===== config.mk =====
export PLATFORM = sky130hd
export DESIGN_NAME = muldiv_unit_flat
export DESIGN_NICKNAME = d
export VERILOG_FILES = /design/src/rtl/muldiv_unit_if.sv /design/src/rtl/muldiv_unit.sv /design/src/flat_wrapper.sv
export SDC_FILE = /design/constraint.sdc
export NUM_CORES = 1
export LEC_CHECK = 0
export ABC_AREA = 1
export BUFFER_PORTS_ARGS = -buffer_cell sky130_fd_sc_hd__buf_2
export CORE_MARGIN = 2
export CORE_UTILIZATION = 35
export DETAILED_ROUTE_END_ITERATION = 10
export SYNTH_ARGS = -nofsm -noshare
export SYNTH_HDL_FRONTEND = slang
export SYNTH_SLANG_ARGS = --single-unit

===== constraint.sdc =====
create_clock -name clk -period 5.5 [get_ports clk]
set_clock_uncertainty 0.15 [all_clocks]
set_input_delay 1.1 -clock clk [delete_from_list [all_inputs] [get_ports clk]]
set_output_delay 1.1 -clock clk [all_outputs]
set_load 0.1 [all_outputs]

===== src/rtl/muldiv_unit_if.sv =====
// muldiv_unit_if: request/response bundle between the execute stage and the
// iterative multiply/divide unit.
//   start    : request, taken only while the unit is idle
//   funct3   : RV32M operation select (MUL..REMU)
//   a1, a2   : rs1 / rs2 operands
//   busy     : unit is iterating; the core holds the pipeline
//   done     : one-cycle pulse, Aout valid
//   Aout     : result, held until the next accepted start
//   zeroFlag : Aout == 0
interface muldiv_unit_if #(
   parameter int unsigned XLEN = 32
);
   logic            start;
   logic [2:0]      funct3;
   logic [XLEN-1:0] a1;
   logic [XLEN-1:0] a2;
   logic            busy;
   logic            done;
   logic [XLEN-1:0] Aout;
   logic            zeroFlag;

   // Core side drives the request, observes the result.
   modport master (
      output start, funct3, a1, a2,
      input  busy, done, Aout, zeroFlag
   );

   // Unit side.
   modport slave (
      input  start, funct3, a1, a2,
      output busy, done, Aout, zeroFlag
   );
endinterface


===== src/rtl/muldiv_unit.sv =====
// muldiv_unit: iterative RV32M multiply/divide, one bit per cycle.
// Shift-add multiply and restoring divide on operand magnitudes, sign fixed
// up at the end. Fixed latency: start in cycle 0, busy in cycles 1..ITER,
// done in cycle ITER+1, regardless of operands.
//   clk, rst : rising-edge clock, synchronous active-high reset
//   bus      : muldiv_unit_if slave (start/funct3/a1/a2 in,
//              busy/done/Aout/zeroFlag out, all outputs registered)
module muldiv_unit #(
   parameter int unsigned XLEN = 32,
   parameter int unsigned ITER = 32
) (
   input  logic            clk,
   input  logic            rst,
   muldiv_unit_if.slave    bus
);

   localparam int unsigned CNT_W = $clog2(ITER);
   localparam int unsigned DW    = 2 * XLEN;

   localparam logic [1:0] ST_IDLE = 2'd0;
   localparam logic [1:0] ST_CALC = 2'd1;
   localparam logic [1:0] ST_DONE = 2'd2;

   localparam logic [CNT_W-1:0] CNT_LAST = CNT_W'(ITER - 1);

   logic [1:0]       state, state_n;
   logic [CNT_W-1:0] count;
   logic [2:0]       op;
   logic             neg_res;
   logic             div_zero;
   logic [XLEN-1:0]  acc_hi;   // product high half / partial remainder
   logic [XLEN-1:0]  acc_lo;   // multiplier bits / dividend -> quotient
   logic [XLEN-1:0]  opnd;     // multiplicand / divisor magnitude

   logic busy_n, done_n, load, step, finish;

   // Operand preparation at the accepted start.
   logic            a1_sg, a2_sg, a1_neg, a2_neg, neg_in;
   logic [XLEN-1:0] mag1, mag2;

   always_comb begin
      a1_sg = 1'b0;
      a2_sg = 1'b0;
      case (bus.funct3)
         3'b001:  begin a1_sg = 1'b1; a2_sg = 1'b1; end   // MULH
         3'b010:  a1_sg = 1'b1;                           // MULHSU
         3'b100:  begin a1_sg = 1'b1; a2_sg = 1'b1; end   // DIV
         3'b110:  begin a1_sg = 1'b1; a2_sg = 1'b1; end   // REM
         default: ;
      endcase
      a1_neg = a1_sg & bus.a1[XLEN-1];
      a2_neg = a2_sg & bus.a2[XLEN-1];
      mag1   = a1_neg ? XLEN'(-bus.a1) : bus.a1;
      mag2   = a2_neg ? XLEN'(-bus.a2) : bus.a2;
      // Remainder follows the dividend; everything else follows sign xor.
      neg_in = (bus.funct3[2] & bus.funct3[1]) ? a1_neg : (a1_neg ^ a2_neg);
   end

   // One iteration of each algorithm.
   logic [XLEN:0]   sum, shifted;
   logic            ge;
   logic [XLEN-1:0] hi_n, lo_n;

   always_comb begin
      sum     = {1'b0, acc_hi} + (acc_lo[0] ? {1'b0, opnd} : '0);
      shifted = {acc_hi, acc_lo[XLEN-1]};
      ge      = (shifted >= {1'b0, opnd});
      if (op[2]) begin
         // A shifted value with the carry bit set always exceeds the
         // divisor, so the difference always fits in XLEN bits.
         hi_n = ge ? XLEN'(shifted - {1'b0, opnd}) : shifted[XLEN-1:0];
         lo_n = {acc_lo[XLEN-2:0], ge};
      end else begin
         hi_n = sum[XLEN:1];
         lo_n = {sum[0], acc_lo[XLEN-1:1]};
      end
   end

   // Final result selection from the last iteration's values.
   logic [DW-1:0]   prod_s;
   logic [XLEN-1:0] quo_s, rem_s, result;

   always_comb begin
      prod_s = neg_res ? DW'(-{hi_n, lo_n}) : {hi_n, lo_n};
      quo_s  = neg_res ? XLEN'(-lo_n) : lo_n;
      rem_s  = neg_res ? XLEN'(-hi_n) : hi_n;
      case (op)
         3'b000:          result = prod_s[XLEN-1:0];
         3'b001, 3'b010,
         3'b011:          result = prod_s[DW-1:XLEN];
         // Divide by zero leaves all-ones magnitude; a negative dividend
         // would flip it, so force the quotient. The remainder naturally
         // comes out as the dividend, and signed overflow needs no override.
         3'b100, 3'b101:  result = div_zero ? '1 : quo_s;
         default:         result = rem_s;
      endcase
   end

   // State register.
   always_ff @(posedge clk) begin
      if (rst) state <= ST_IDLE;
      else     state <= state_n;
   end

   // Next state and registered-output next values.
   always_comb begin
      state_n = state;
      busy_n  = 1'b0;
      done_n  = 1'b0;
      load    = 1'b0;
      step    = 1'b0;
      finish  = 1'b0;
      case (state)
         ST_IDLE: begin
            if (bus.start) begin
               state_n = ST_CALC;
               busy_n  = 1'b1;
               load    = 1'b1;
            end
         end
         ST_CALC: begin
            step   = 1'b1;
            busy_n = 1'b1;
            if (count == CNT_LAST) begin
               state_n = ST_DONE;
               busy_n  = 1'b0;
               done_n  = 1'b1;
               finish  = 1'b1;
            end
         end
         ST_DONE: state_n = ST_IDLE;
         default: state_n = ST_IDLE;
      endcase
   end

   // Iteration datapath.
   always_ff @(posedge clk) begin
      if (rst) begin
         count    <= '0;
         op       <= '0;
         neg_res  <= 1'b0;
         div_zero <= 1'b0;
         acc_hi   <= '0;
         acc_lo   <= '0;
         opnd     <= '0;
      end else if (load) begin
         count    <= '0;
         op       <= bus.funct3;
         neg_res  <= neg_in;
         div_zero <= (bus.a2 == '0);
         acc_hi   <= '0;
         acc_lo   <= bus.funct3[2] ? mag1 : mag2;
         opnd     <= bus.funct3[2] ? mag2 : mag1;
      end else if (step) begin
         count    <= count + CNT_W'(1);
         acc_hi   <= hi_n;
         acc_lo   <= lo_n;
      end
   end

   // Registered outputs; Aout and zeroFlag update together.
   always_ff @(posedge clk) begin
      if (rst) begin
         bus.busy     <= 1'b0;
         bus.done     <= 1'b0;
         bus.Aout     <= '0;
         bus.zeroFlag <= 1'b1;
      end else begin
         bus.busy <= busy_n;
         bus.done <= done_n;
         if (finish) begin
            bus.Aout     <= result;
            bus.zeroFlag <= (result == '0);
         end
      end
   end

endmodule


===== src/flat_wrapper.sv =====
// flat-port wrapper written by rule: the top's interface ports become plain ports
module muldiv_unit_flat 
#(
   parameter int unsigned XLEN = 32,
   parameter int unsigned ITER = 32
)
  (clk, rst, bus_start, bus_funct3, bus_a1, bus_a2, bus_busy, bus_done, bus_Aout, bus_zeroFlag);
  muldiv_unit_if #(.XLEN(XLEN)) bus_i ();
  input  logic clk;
  input  logic rst;
  input wire logic [$bits(bus_i.start)-1:0] bus_start;
  input wire logic [$bits(bus_i.funct3)-1:0] bus_funct3;
  input wire logic [$bits(bus_i.a1)-1:0] bus_a1;
  input wire logic [$bits(bus_i.a2)-1:0] bus_a2;
  output wire logic [$bits(bus_i.busy)-1:0] bus_busy;
  output wire logic [$bits(bus_i.done)-1:0] bus_done;
  output wire logic [$bits(bus_i.Aout)-1:0] bus_Aout;
  output wire logic [$bits(bus_i.zeroFlag)-1:0] bus_zeroFlag;
  assign bus_i.start = bus_start;
  assign bus_i.funct3 = bus_funct3;
  assign bus_i.a1 = bus_a1;
  assign bus_i.a2 = bus_a2;
  assign bus_busy = bus_i.busy;
  assign bus_done = bus_i.done;
  assign bus_Aout = bus_i.Aout;
  assign bus_zeroFlag = bus_i.zeroFlag;
  muldiv_unit #(.XLEN(XLEN), .ITER(ITER)) u_core (.clk(clk), .rst(rst), .bus(bus_i));
endmodule

==> metrics.md <==
| Metric | Value |
|---|---|
| Number of buffers added for setup after CTS | 0 |
| Min cycle time layout | between 5 and 6 ns |
| CTS Sinks | ~140 |
| Core Region | between 0.04 and 0.05 mm^2 |
| Starting DRC count in detailed routing | between 2000 and 2500 |
| Class of the tightest hold or removal check | flip-flop to flip-flop |
| Clock transition time at the flip-flop clock pins of the worst setup and hold paths | roughly 0.07 ns |
| Top-area cell type share of the netlist area | 0.199 |
| Final setup TNS | 0 ns |
| Final wirelength | 74200 um |
| Worst Path Required | ~5.8 ns |
| Cts-stage hold buffer count | 0 |
| Clock Tree Root | clkbuf_16 |
| Reg2Reg Setup Slack | 0.43 ns |
| Slew at the pin closest to its max-slew limit | between 1 and 1.5 ns |
| Number of CTS-inserted buffers | 17 |
| Layout net count | 3341 |
| Syn nets | between 3000 and 4000 |
| Sequential element share of the synthesized area | 0.166 |
| Syn Std Cell Area | about 0.017 mm^2 |
| RSZ-0062 raised after global routing | false |
| Leading post-synthesis cells by cell area | nand2_1 (20%), dfxtp_1 (17%), inv_1 (10%) |
| Half-perimeter wire length after detailed placement | roughly 60000 um |
| Count of flip-flops with a built-in enable after synthesis | 0 |
| Utilization after layout | 0.391 |
| Fmax | 197 MHz |
| Synthesized netlist cell count | ~3100 |
| Data arrival, critical path | approximately 5.4 ns |
| ANT nets after route | 0 |
| Unique masters post-synth | 56 |
| Slew headroom | 0.218 |
| Max-cap check violation count | 0 |
| Number of global-route vias before repair | between 15000 and 20000 |
| Global-route wire length before repair | approximately 110000 um |
| Share of the cycle needed by the critical path after routing | 0.923 |
| Drc violations | 0 |
| Worst Setup Start Kind | flip-flop |
| Cell with the most instances after synthesis | nand2_1 |
| Initial core utilization | 0.353 |
| Syn avg cell area | roughly 5.5 um^2 |
| Final design instance area without fill | 0.0191 mm^2 |
| Count of instances resized after the clock tree is built | 0 |
| Crit path largest cell delay | 0.95 ns |
| DIE WIDTH | 226 um |
| Number of standard-cell rows in the floorplan | 81 |
| Number of synthesis warnings | 0 |
| Ant. Diodes | 0 |
| Setup-violating endpoint count in the final report | 0 |
| Antenna violations before repair | 1 |
| Largest net degree at the start of global routing | 86 |
| Critical Setup Path Class | flip-flop to flip-flop |
| Result of the run | completed |
| Final Max Slew Viols | 0 |
| Static Leakage | approximately 10 nW |
| Fraction of registers with async set/reset | 0 |
| Synthesis-to-finish area growth | 10.8% |
| H-tree depth reported by CTS | 4 |
| Cell at the slowest stage of the critical path | dfxtp_1 |
| PortBufs | roughly 100 |
| Largest vdd supply drop | approximately 0.26 mV |
| Instance area after placement | 0.0185 mm^2 |
| Average via count per standard cell | approximately 5.4 |
| Fraction of layout instances using a drive strength above 1 | 0.0934 |
| Most frequent cells after synthesis | nand2_1 (912), inv_1 (472), nor2_1 (318) |
| Die Area | 0.0510 mm^2 |
| Number of top-level pins | about 110 |
| Buffer depth of the longest clock path | 2 |
| CTS tree | built |
| DR pass1 iterations | 6 |
| Hold Vio Cnt, Final | 0 |
| Overall fraction of global-route tracks in use | 0.289 |
| Critical path peak fanout | 22 |
| Routed len/inst | between 15 and 20 um |
| Most frequently used flop master after synthesis | dfxtp_1 |
| Flop and latch count out of synthesis | approximately 140 |
| Final GP Congestion | approximately 1.1 |
| Top cell type by total area after synthesis | nand2_1 |
| Power after layout | between 5 and 6 mW |
| Height of the chip | about 230 um |
| Latest clock arrival within the worst-skew pair | roughly 0.48 ns |
| Power Density | around 270 mW/mm^2 |
| Via count | 20800 |
| Sum of overflow across all layers after global routing | 0 |
| Capturing element type of the critical path | flip-flop |
| Most common cell on crit path | nand2_1 |
kinds of logic after synthesis:
group	after synthesis	share of synthesized area
adders and majority gates	72	0.0532
and+or+nand+nor	1704	0.426
AOI/OAI and AO/OA	526	0.171
xor gates and xnor gates	93	0.0473
buffers and inverters	593	0.136
DFF	143	0.166
per-stage QoR:
| step | hold WS [ns] | setup slack, ns | std cells |
|---|---|---|---|
| global route | 0.351 | 0.0288 | 3876 |
| CTS | 0.323 | 0.566 | 3876 |
| floorplan | 0.295 | 1.37 | 3131 |
| global placement | 0.313 | 0.537 | 3844 |
| detailed placement | 0.313 | 0.585 | 3844 |
| finish | 0.322 | 0.425 | 3876 |
worst max-delay path: cells and delay by family, from the launching register on:
kind	cells	cell delay [ns]
AOI/OAI and AO/OA	2	0.58
DFF	1	0.95
adders and majority gates	1	0.20
buffers and inverters	3	0.46
and+or+nand+nor	20	2.68
state kept, by name, indices dropped and copies added (netlist names):
name                 flops
u_core.acc_hi           32
u_core.acc_lo           32
u_core.bus.Aout         32
u_core.opnd             32
u_core.count             5
u_core.op                3
u_core.state             2
u_core.bus.busy          1
u_core.bus.done          1
u_core.bus.zeroFlag      1
u_core.div_zero          1
u_core.neg_res           1
cells in the final DEF, fill, tap and decap left out, drive strengths merged, types with 21 or more instances in the layout:
cell type | Yosys | routed
nand2 | 939 | 939
inv | 480 | 484
nor2 | 348 | 348
nand3 | 303 | 303
o21ai | 233 | 233
a21oi | 179 | 179
buf | 38 | 158
dfxtp | 143 | 143
ha | 70 | 70
xor2 | 50 | 50
xnor2 | 43 | 43
nor3 | 42 | 42
nand4 | 33 | 33
a22oi | 21 | 21
final cells by class:
cell class / count / area (um^2)
fillers: 5515 / 29700
multi-input cells: 2395 / 12000
flip-flops and latches: 143 / 2870
inverters: 484 / 1820
repair buffers: 158 / 926
well taps: 664 / 831
clock buffers: 19 / 453
clock inverters: 13 / 151
metal layers:
layer  wire (um)  GRT usage  share of wire  vias to the layer above
met3        6350     0.0489          0.086                      199
met4        4100      0.149          0.055                        2
met5          10          0        0.00013                        -
li1            -          -              -                    10200
met1       30400      0.365           0.41                     9338
met2       33300      0.472           0.45                     1022
worst paths after layout:
path	start	endpoint	cells after the start
max	u_core.acc_lo[0]	u_core.bus.zeroFlag	26
min	u_core.count[4]	u_core.count[4]	2
max reg2reg	u_core.acc_lo[0]	u_core.bus.zeroFlag	26
min reg2reg	u_core.count[4]	u_core.count[4]	2
report_power, final:
| group | switching [mW] | internal [mW] | total (mW) |
|---|---|---|---|
| Sequential | 0.0831 | 1.10 | 1.18 |
| Clock | 0.545 | 0.699 | 1.24 |
| Combinational | 1.90 | 0.770 | 2.67 |
(Power assumes the default switching activity.)
